**config.mk**
```make
export PLATFORM = sky130hd
export DESIGN_NAME = nibble_serial_adder16
export DESIGN_NICKNAME = d
export VERILOG_FILES = /design/src/rtl/nsa_pkg.sv /design/src/rtl/nibble_serial_adder16_cla.sv /design/src/rtl/nibble_serial_adder16.sv
export SDC_FILE = /design/constraint.sdc
export NUM_CORES = 1
export LEC_CHECK = 0
export BUFFER_PORTS_ARGS = -buffer_cell sky130_fd_sc_hd__buf_2
export CAP_MARGIN = 25
export CORE_UTILIZATION = 45
export CTS_CLUSTER_DIAMETER = 100
export DETAILED_ROUTE_END_ITERATION = 16
export PLACE_DENSITY_LB_ADDON = 0.2
export SYNTH_ARGS = -nofsm -noshare
export SYNTH_HDL_FRONTEND = slang
export SYNTH_SLANG_ARGS = --single-unit
```
**constraint.sdc**
```tcl
create_clock -name clk -period 3.3 [get_ports clk]
set_input_delay 0.33 -clock clk [delete_from_list [all_inputs] [get_ports clk]]
set_output_delay 0.33 -clock clk [all_outputs]
set_load 0.05 [all_outputs]
```
**src/rtl/nsa_pkg.sv**
```systemverilog
// Shared types and constants for the nibble-serial adder.
package nsa_pkg;

    typedef enum logic [1:0] {
        IDLE = 2'd0,
        RUN  = 2'd1,
        DONE = 2'd2
    } nsa_state_t;

    localparam int NIBBLE_W = 4;

    function automatic int cnt_w(input int nibbles);
        return $clog2(nibbles);
    endfunction

endpackage

```
**src/rtl/nibble_serial_adder16_cla.sv**
```systemverilog
// 4-bit carry-lookahead adder; the existing CLA_4bit block reused by the serial adder.
module CLA_4bit (
    input  logic [3:0] A,
    input  logic [3:0] B,
    input  logic       Cin,
    output logic [3:0] Sum,
    output logic       Cout
);

    logic [3:0] g;
    logic [3:0] p;
    logic [4:0] c;

    assign g = A & B;
    assign p = A ^ B;

    assign c[0] = Cin;
    assign c[1] = g[0] | (p[0] & c[0]);
    assign c[2] = g[1] | (p[1] & g[0]) | (p[1] & p[0] & c[0]);
    assign c[3] = g[2] | (p[2] & g[1]) | (p[2] & p[1] & g[0]) | (p[2] & p[1] & p[0] & c[0]);
    assign c[4] = g[3] | (p[3] & g[2]) | (p[3] & p[2] & g[1]) | (p[3] & p[2] & p[1] & g[0])
                | (p[3] & p[2] & p[1] & p[0] & c[0]);

    assign Sum  = p ^ c[3:0];
    assign Cout = c[4];

endmodule

```
**src/rtl/nibble_serial_adder16.sv**
```systemverilog
// Nibble-serial wide adder time-multiplexing one CLA_4bit, LS nibble first.
// Optional subtract mode (port sub) is enabled by defining NSA_SUB_EN.
module nibble_serial_adder16
    import nsa_pkg::*;
#(
    parameter int NIBBLES = 4
) (
    input  logic                          clk,
    input  logic                          rst,
    input  logic                          in_valid,
    output logic                          in_ready,
    input  logic [NIBBLE_W*NIBBLES-1:0]   a,
    input  logic [NIBBLE_W*NIBBLES-1:0]   b,
    input  logic                          cin,
`ifdef NSA_SUB_EN
    input  logic                          sub,
`endif
    output logic                          out_valid,
    input  logic                          out_ready,
    output logic [NIBBLE_W*NIBBLES-1:0]   sum,
    output logic                          cout,
    output logic                          ovf
);

    localparam int W   = NIBBLE_W * NIBBLES;
    localparam int K_W = cnt_w(NIBBLES);

    nsa_state_t     state_reg;
    logic [K_W-1:0] k_reg;
    logic [W-1:0]   a_reg;
    logic [W-1:0]   b_reg;
    logic           carry_reg;
    logic [W-1:0]   sum_reg;
    logic           cout_reg;
    logic           ovf_reg;
    logic           out_valid_reg;

    logic [W-1:0]          b_in;
    logic                  c_in;
    logic [NIBBLE_W-1:0]   a_nib [NIBBLES];
    logic [NIBBLE_W-1:0]   b_nib [NIBBLES];
    logic [NIBBLE_W-1:0]   cla_sum;
    logic                  cla_cout;
    logic [W-1:0]          sum_next;
    logic                  last;

`ifdef NSA_SUB_EN
    // Subtraction is A + ~B + 1, so the operand carry-in is overridden.
    assign b_in = sub ? ~b : b;
    assign c_in = sub ? 1'b1 : cin;
`else
    assign b_in = b;
    assign c_in = cin;
`endif

    genvar gi;
    generate
        for (gi = 0; gi < NIBBLES; gi++) begin : g_nib
            assign a_nib[gi] = a_reg[gi*NIBBLE_W +: NIBBLE_W];
            assign b_nib[gi] = b_reg[gi*NIBBLE_W +: NIBBLE_W];
            assign sum_next[gi*NIBBLE_W +: NIBBLE_W] =
                (k_reg == K_W'(gi)) ? cla_sum : sum_reg[gi*NIBBLE_W +: NIBBLE_W];
        end
    endgenerate

    CLA_4bit u_cla (
        .A    (a_nib[k_reg]),
        .B    (b_nib[k_reg]),
        .Cin  (carry_reg),
        .Sum  (cla_sum),
        .Cout (cla_cout)
    );

    assign last = (k_reg == K_W'(NIBBLES - 1));

    always_ff @(posedge clk) begin
        if (rst) begin
            state_reg     <= IDLE;
            k_reg         <= '0;
            a_reg         <= '0;
            b_reg         <= '0;
            carry_reg     <= 1'b0;
            sum_reg       <= '0;
            cout_reg      <= 1'b0;
            ovf_reg       <= 1'b0;
            out_valid_reg <= 1'b0;
        end else begin
            case (state_reg)
                IDLE: begin
                    if (in_valid) begin
                        a_reg     <= a;
                        b_reg     <= b_in;
                        carry_reg <= c_in;
                        k_reg     <= '0;
                        state_reg <= RUN;
                    end
                end
                RUN: begin
                    sum_reg   <= sum_next;
                    carry_reg <= cla_cout;
                    k_reg     <= k_reg + K_W'(1);
                    if (last) begin
                        cout_reg      <= cla_cout;
                        // Sign bits of the operands agree but the result sign differs.
                        ovf_reg       <= (a_reg[W-1] == b_reg[W-1]) & (sum_next[W-1] != a_reg[W-1]);
                        out_valid_reg <= 1'b1;
                        k_reg         <= '0;
                        state_reg     <= DONE;
                    end
                end
                DONE: begin
                    if (out_ready) begin
                        out_valid_reg <= 1'b0;
                        state_reg     <= IDLE;
                    end
                end
                default: state_reg <= IDLE;
            endcase
        end
    end

    assign in_ready  = (state_reg == IDLE) & ~rst;
    assign out_valid = out_valid_reg;
    assign sum       = sum_reg;
    assign cout      = cout_reg;
    assign ovf       = ovf_reg;

endmodule
```
# After elaboration in Yosys (flattened, before gate mapping)
# Cells that the tools add are included.
[totals] elab_cells=89 register_bits=56 out_inout_bits=20 in_bits=37
[op_classes] bitwise_logic=33 add_sub_neg=1 n_eq_ne=10 order_cmp=1 muxes=19 reduce_logical=12
[op_table] op="$mux 4" n=5
[op_table] op="$and 1x1->1" n=18
[op_table] op="$bmux 4 s2" n=2
[op_table] op="$reduce_and 2->1" n=6
[op_table] op="$mux 2" n=5
[op_table] op="$or 1x1->1" n=10
[op_table] op="$xor 4x4->4" n=2
[op_table] op="$eq 2x2->1 const B" n=3
[op_table] op="$ne 2x2->1 const B" n=3
[op_table] op="$pmux 2 s3" n=1
[op_table] op="$reduce_and 3->1" n=2
[op_table] op="$and 4x4->4" n=1
[op_table] op="$eq 2x1->1 const B" n=2
[op_table] op="$logic_not 2->1" n=2
[op_table] op="$pmux 1 s2" n=2
[op_table] op="$pmux 2 s2" n=1
[op_table] op="$reduce_bool 2->1" n=2
[op_table] op="$ge 3x3->1 const B" n=1
[op_table] op="$mux 1" n=3
[op_table] op="$not 2->3" n=1
[op_table] op="$add 2x1->2 const B" n=1
[op_table] op="$eq 1x1->1" n=1
[op_table] op="$ne 1x1->1" n=1
[op_table] op="$not 1->1" n=1

# Logic depth before layout (Yosys ltp)
# Gate-level depths: netlist of the first run.
[depth] depth_word=13 depth_mapped=8 ltp_nobuf=6

# Cells and area by module
# From an unflattened synthesis of the first run, not the netlist that was laid out.
[hier_totals] cells_unflattened=283 hier_area_um2=2502.4
[modules_own_cells] module="nibble_serial_adder16" area_per_inst_um2=2354.8 n_inst=1 cells_each=266
[modules_own_cells] module="CLA_4bit" area_per_inst_um2=147.6 n_inst=1 cells_each=17

# Least setup slack after synthesis of the first run
# OpenSTA, ideal clock, no wires.
[synth_path] path_kind="register to register" start="register k_reg[1]" end="register ovf_reg, in the netlist ovf" synth_period_minus_slack_ns=2.676 setup_slack_ns=0.624 arrival_ns=2.588 path_stages_with_launch=8 n_path_buf=1 t_required_ns=3.212 setup_ns=0.088 cell_sequence="dfxtp_1 > clkbuf_1 > mux4_2 > ha_1 > a211o_1 > a211o_1 > a31o_1 > a311oi_2"
[synth_via] elab_chain_len=13
[synth_lines] item="start, declared" line="nibble_serial_adder16.sv:29" rtl="logic [K_W-1:0] k_reg;"
[synth_lines] item="start signal, assigned" line="nibble_serial_adder16.sv:101" rtl="k_reg <= k_reg + K_W'(1);"
[synth_lines] item="$not 2->3 (implied by the code)" line="nibble_serial_adder16.sv:67, nibble_serial_adder16.sv:68"
[synth_lines] item="$bmux 4 s2 (on tied branches)" line="nibble_serial_adder16.sv:67, nibble_serial_adder16.sv:68"
[synth_lines] item="$mux 4 (on tied branches) (2 in a row)" line="nibble_serial_adder16.sv:67, nibble_serial_adder16.sv:68"
[synth_lines] item="$xor 4x4->4 or $and 4x4->4 (tied branches)" line="nibble_serial_adder16_cla.sv:15, nibble_serial_adder16_cla.sv:14"
[synth_lines] item="$and 1x1->1" line="nibble_serial_adder16_cla.sv:20" rtl="assign c[3] = g[2] | (p[2] & g[1]) | (p[2] & p[1] & g[0]) | (p[2] & p[1] & p[0] & c[0]);"
[synth_lines] item="$or 1x1->1 or $and 1x1->1 (tied branches) (2 in a row)" line="nibble_serial_adder16_cla.sv:20"
[synth_lines] item="$or 1x1->1" line="nibble_serial_adder16_cla.sv:20"
[synth_lines] item="$xor 4x4->4" line="nibble_serial_adder16_cla.sv:24" rtl="assign Sum = p ^ c[3:0];"
[synth_lines] item="$mux 4" line="nibble_serial_adder16.sv:62" rtl="(k_reg == K_W'(gi)) ? cla_sum : sum_reg[gi*NIBBLE_W +: NIBBLE_W];"
[synth_lines] item="$ne 1x1->1" line="nibble_serial_adder16.sv:105" rtl="ovf_reg <= (a_reg[W-1] == b_reg[W-1]) & (sum_next[W-1] != a_reg[W-1]);"
[synth_lines] item="$and 1x1->1" line="nibble_serial_adder16.sv:105"
[synth_lines] item="end signal, assigned" line="nibble_serial_adder16.sv:105"
[synth_lines] item="end, declared" line="nibble_serial_adder16.sv:35" rtl="logic ovf_reg;"
# Several ways; a longest one is shown, not always the timed one. The select of a mux whose other input is x is not followed.
# A chain may end at the register's enable or synchronous reset.

# Final worst setup path of the first run
[layout_path] start="register k_reg[0]" end="register ovf_reg, in the netlist ovf"
# Same word-level chain as after synthesis.

==> results by group, run 1 <==
Outcome
  – Status: finished, final reports clean

Setup path
  – Data required time of the worst path: ~3500 ps
  – Critical path cell sequence: buf_4 -> mux4_2 -> ha_1 -> a211o_1 -> a211o_1 -> a31o_1 -> a311oi_2
  – CP max stage cell: mux4_2
  – Setup crit start kind: flip-flop
  – CP arrival: 2930 ps
  – CP dominant cell by count: a211o_1
  – Slowest cell delay on critical path: roughly 530 ps
  – Critical path type: reg -> reg
  – Worst setup EP type: flip-flop
  – Top fanout value on the critical path: 8

Worst hold path
  – HP Class: in -> reg

Synth
  – Async SR Flop Fraction: 0%
  – Sequential area share after synthesis: between 40% and 50%
  – Cell count after synthesis: 294
  – Count leader, synth: nand2_1
  – Area contributors post-synth: dfxtp_1 46%, nand2_1 14%, a21oi_1 11%
  – Predominant post-synthesis flop cell: dfxtp_1
  – Post-Syn Area: 2440 um2
  – Share of the synthesized area in the top cell type: 45.9%
  – Synth cell types: 28
  – Commonest cells post-synth: 89 x nand2_1, 56 x dfxtp_1, 53 x a21oi_1
  – Avg Cell Area, Syn: 8.32 um2
  – Leading area contributor after synthesis: dfxtp_1
  – Warnings, synthesis: 0
  – EDFF count, synth: 0
  – #FFs+latches synth: 56
  – Syn_nets: 340

Power and ir drop
  – Sequential power share: 55.2%
  – P_leak: 1.18 nW
  – Combinational share of power: 16.2%
  – Pwr Total: about 1.3 mW
  – PD cells: approximately 460 nW/um2
  – Clock power frac: 28.6%
  – Sw Ratio: 27.0%
  – Peak VDD IR: ~0.22 mV
  – Internal power: 0.964 mW
  – Net Sw Power: 0.356 mW

STA
  – RSZ-0062 raised after global routing: no
  – Least-Margin Pin Slew: 683 ps
  – Final WS setup: a little under 600 ps
  – Final setup vio count: 0
  – Slew HR: a little over half
  – FMAX: 0.370 GHz
  – Final Hold Fails: 0
  – Setup TNS: 0 ps
  – Worst Skew: approximately 6.2 ps
  – Tmin final: 2710 ps
  – Pins Over Slew Limit: 0
  – Final period utilization: 82.0%

Global routing
  – Initial antenna violation count: 0
  – First-pass GRT wire length: between 8000 and 9000 um
  – Vias in the first global route: between 1500 and 2000
  – Largest net degree at the start of global routing: between 50 and 60
  – GRT Util Overall: between 20% and 30%
  – GRT overflow: 0

Detailed routing
  – Via-per-instance ratio: 5.05
  – Drc violations: 0
  – Routed length per instance: 12.6 um
  – Routed wire length: 5220 um
  – Drt pass-1 iters: 4
  – Final ANT Viol Nets: 0
  – Vias post-DR: ~2100
  – DRT iter0 DRCs: approximately 140

Final layout
  – Area taken by flip-flops and latches: 1120 um2
  – Syn-to-layout area delta: 18.5%
  – Area of the multi-input gates: 1230 um2
  – Layout cell share with drive strength beyond 1: 22.9%
  – Final net count: 390
  – Fillers: 501
  – # diodes: 0

CTS
  – Post-CTS Hold Fix Bufs: 0
  – Clk Latency, worst-skew pair: 300 ps
  – Clock Pin Slew Worst Setup and Hold Paths: 90 ps
  – Post-CTS Setup Bufs: 0
  – H-Tree Depth: 2
  – Max clock buf depth: 2
  – CTS sink count: 56
  – CTS tree: built
  – Root buffer selected by CTS: clkbuf_8
  – Post-CTS Resized: 0
  – Cts bufs inserted: 5

Floorplan
  – Starting density of the core: around 47%
  – Die Wd: 75.7 um
  – CORE AREA: 5170 um2
  – Die height: 75.7 um
  – Ports: 57
  – Die area: 5730 um2
  – FP Rows: 26

Place
  – HPWL after DPL: 3860 um
  – Setup Slack @ Placement: 603 ps
  – GP Congestion: 0.844
  – I/O Buffers: 56

Run
  – Reported max-cap violation count: 0
[power groups by stage]
stage | registers (mW) | logic (mW) | clock network [mW]
2_1_floorplan | 0.754 | 0.137 | 0
3_3_place_gp | 0.745 | 0.205 | 0
3_5_place_dp | 0.745 | 0.215 | 0
4_1_cts | 0.729 | 0.216 | 0.387
5_1_grt | 0.734 | 0.241 | 0.417
6_report | 0.729 | 0.213 | 0.378
[critical path, delay by kind of cell (launching register included)]
kind / cells / cell delay, ps
AO/OA/AOI/OAI: 4 / 1130
multiplexers: 1 / 530
flip-flops: 1 / 420
adder cells (fa/ha/maj): 1 / 310
buffers and inverters: 1 / 230
[layer usage]
| metal | GRT usage [%] | vias up | wire length (um) |
|---|---|---|---|
| li1 | - | 1093 | - |
| met1 | 29.3 | 949 | 2460 |
| met2 | 33.0 | 51 | 2490 |
| met3 | 3.70 | 2 | 237 |
| met4 | 4.94 | 0 | 27 |
| met5 | 0 | - | 0 |
[layout by cell type (no fill, tap or decap)]
master	count
inv_1	6
nor4_1	1
nor2b_1	2
a211o_1	2
dfxtp_1	56
buf_2	56
xnor2_1	1
fa_1	1
clkbuf_1	1
a31o_1	1
o31ai_1	1
a211oi_1	4
ha_1	8
clkbuf_8	6
nand4_1	5
o21ai_0	1
nor3b_4	1
or2_1	1
a31oi_1	1
nand3_1	6
buf_4	4
nand2b_1	4
mux4_2	8
and2_1	4
nor3_1	4
clkinvlp_4	1
nor2_1	14
buf_16	1
a311oi_2	1
nand2_1	89
o21a_2	1
a21oi_1	53
[final timing paths]
kind                             to                  start  slack [ps]  depth (start not counted)
max                ovf$_SDFFE_PP0P_  k_reg[0]$_SDFFE_PP0P_         590                          7
min          a_reg[10]$_SDFFE_PP0P_                  a[10]         250                          3
max reg2reg        ovf$_SDFFE_PP0P_  k_reg[0]$_SDFFE_PP0P_         590                          7
min reg2reg     sum[6]$_SDFFE_PP0P_    sum[6]$_SDFFE_PP0P_         460                          2
[stage by stage]
step / hold WS [ps] / cell area [um2] / utilization [%] / cells
final: 252 / 2900 / 56.0 / 415
after global routing: 254 / 2900 / 56.0 / 415
after CTS: 250 / 2900 / 56.0 / 415
after detailed placement: 445 / 2800 / 54.2 / 407
after global placement: 440 / 2780 / 53.7 / 406
after floorplan: 433 / 2440 / - / 294
[kinds of logic (layout without fill, tap and decap cells)]
group / after synthesis / in the layout / share of synthesized area, %
AOI/OAI and AO/OA: 65 / 65 / 14.9
DFF: 56 / 56 / 45.9
xor gates and xnor gates: 1 / 1 / 0.358
and+or+nand+nor: 131 / 131 / 22.7
muxes: 8 / 8 / 7.37
adders and majority gates: 9 / 9 / 4.91
buffers and inverters: 24 / 75 / 3.89
[area by class of cell]
type	count	share of cell area, %
clock buffer	7	2.98
timing repair buffer	61	11.7
multi-input combinational	214	42.6
tap	70	3.02
inverter	6	0.777
clock inverter	1	0.259
sequential	56	38.7
Note: power is estimated with default switching activity, not from simulation.
==> inputs of run 2 (changes only) <==
clock period = 2.78 ns   (was 3.3 ns; I/O delays follow)
==> run 2 against run 1 <==
Net effect: largest cell class unchanged; count of clock-buffer cells in the layout shrank 1; power grew 24%; design area increased by 0.60%; fmax up 5.9%; register-to-register slack got worse by 370 ps; clock power is 37% higher; wire length fell by 0.73%; sequential power grew 19%; utilization is 0.34 points higher.
==> results by group, run 2 (synthesis gave the netlist of run 1 again) <==
Outcome
  – Status: finished, final reports clean

Detailed routing
  – Drt pass-1 iters: 4
  – DRT iter0 DRCs: 117
  – Drc violations: 0
  – Via-per-instance ratio: about 5.1
  – Routed length per instance: between 10 and 15 um
  – Vias post-DR: 2120
  – Final ANT Viol Nets: 0
  – Routed wire length: 5180 um

STA
  – Final period utilization: 91.9%
  – Least-Margin Pin Slew: between 700 and 800 ps
  – RSZ-0062 raised after global routing: no
  – Hold slack: between 150 and 200 ps
  – FMAX: 0.391 GHz
  – Slew HR: roughly half
  – Worst Skew: 8.21 ps
  – Setup TNS: 0 ps
  – Final setup vio count: 0
  – Final Hold Fails: 0
  – Tmin final: 2550 ps
  – Final WS setup: 225 ps
  – Pins Over Slew Limit: 0

Final layout
  – # diodes: 0
  – Commonest cells after routing, fill and taps aside: 89 x nand2_1, 56 x buf_2, 55 x dfxtp_1, 53 x a21oi_1, 14 x nor2_1
  – Final Instance Count excl. Fillers: around 420
  – Area of the multi-input gates: 1230 um2
  – Syn-to-layout area delta: 19.2%
  – Commonest non-fill, non-tap cell in the layout: nand2_1
  – Layout cell share with drive strength beyond 1: 23.9%
  – Final instance area: between 2000 and 3000 um2
  – Post-layout util: 56.4%
  – Area taken by flip-flops and latches: 1120 um2
  – Fillers: 508
  – Final net count: 393

Worst hold path
  – HP Class: in -> reg
  – HP Start: a[14]

Floorplan
  – Die area: 5730 um2
  – FP Rows: 26
  – CORE AREA: 5170 um2
  – Ports: between 50 and 60
  – Die height: 75.7 um
  – Die Wd: 75.7 um
  – Starting density of the core: 47.3%

CTS
  – Clk Latency, worst-skew pair: 300 ps
  – Cts bufs inserted: 5
  – Post-CTS Setup Bufs: 0
  – CTS sink count: 56
  – Clock Pin Slew Worst Setup and Hold Paths: 100 ps
  – Root buffer selected by CTS: clkbuf_8
  – Post-CTS Hold Fix Bufs: 0
  – H-Tree Depth: 2
  – CTS tree: built
  – Max clock buf depth: 2

Setup path
  – CP startpoint: k_reg[0]$_SDFFE_PP0P_
  – Setup crit start kind: flip-flop
  – Top fanout value on the critical path: 8
  – Critical path type: reg -> reg
  – R2R Path Start: k_reg[0]$_SDFFE_PP0P_
  – Worst setup EP type: flip-flop
  – Data required time of the worst path: 3000 ps
  – CP arrival: 2780 ps

Place
  – HPWL after DPL: 3840 um
  – I/O Buffers: 56
  – Placed instance area: 2810 um2
  – Setup Slack @ Placement: between 90 and 100 ps
  – Dpl cells: 410
  – GP Congestion: just over 0.8

Global routing
  – First-pass GRT wire length: 8690 um
  – GRT overflow: 0
  – GRT Util Overall: 20.2%
  – Largest net degree at the start of global routing: 36
  – Vias in the first global route: approximately 1900
  – Initial antenna violation count: 0

Power and ir drop
  – Pwr Total: 1.64 mW
  – PD cells: 562 nW/um2
  – P_leak: 1.20 nW
  – Peak VDD IR: ~0.25 mV

Run
  – Reported max-cap violation count: 0
==> run 2: cell types whose count changed in the layout (fill, tap and decap cells not counted), sizes merged <==
| cell | delta |
|---|---|
| clkinv | +1 |
| clkinvlp | -1 |
| buf | +3 |
| bufinv | +1 |
| clkbuf | -1 |
==> run 2: worst max-delay path, stage by stage (launching register included) <==
cell and delay, ps:
dfxtp_2 470, mux4_2 560, ha_1 310, a211o_1 320, a211o_1 340, a31o_1 260, a311oi_2 220
==> run 2: path summary, 6_finish.rpt <==
path / to / slack (ps) / depth (start not counted)
worst max register to register: ovf$_SDFFE_PP0P_ / 230 / 6
worst max-delay path: ovf$_SDFFE_PP0P_ / 230 / 6
worst min register to register: sum[10]$_SDFFE_PP0P_ / 450 / 2
worst min-delay path: a_reg[14]$_SDFFE_PP0P_ / 200 / 3
==> run 2: cell type report <==
cell class | instances | share of cell area (%)
clock buffer | 6 | 2.49
clock inverter | 2 | 1.20
inverter | 6 | 0.773
multi-input combinational | 214 | 42.4
sequential | 56 | 38.5
tap | 70 | 3.00
timing repair buffer | 64 | 11.7
==> run 2: power by group <==
group          leakage, nW  internal [mW]  switching, mW
combinational        0.685          0.103          0.149
clock               0.0552          0.268          0.250
sequential           0.458          0.840         0.0275
total                 1.20           1.21          0.426
==> run 2: what timing repair did <==
item,4_1_cts,5_1_grt
hold endpoints to repair,0,0
gates resized for setup,0,1
setup endpoints to repair,0,1
==> run 2: metal layers <==
| metal | track usage, % | vias to the layer above | wire length (um) |
|---|---|---|---|
| li1 | - | 1102 | - |
| met1 | 26.4 | 965 | 2470 |
| met2 | 33.8 | 46 | 2470 |
| met3 | 4.23 | 7 | 185 |
| met4 | 5.76 | 0 | 56 |
| met5 | 0 | - | 0 |
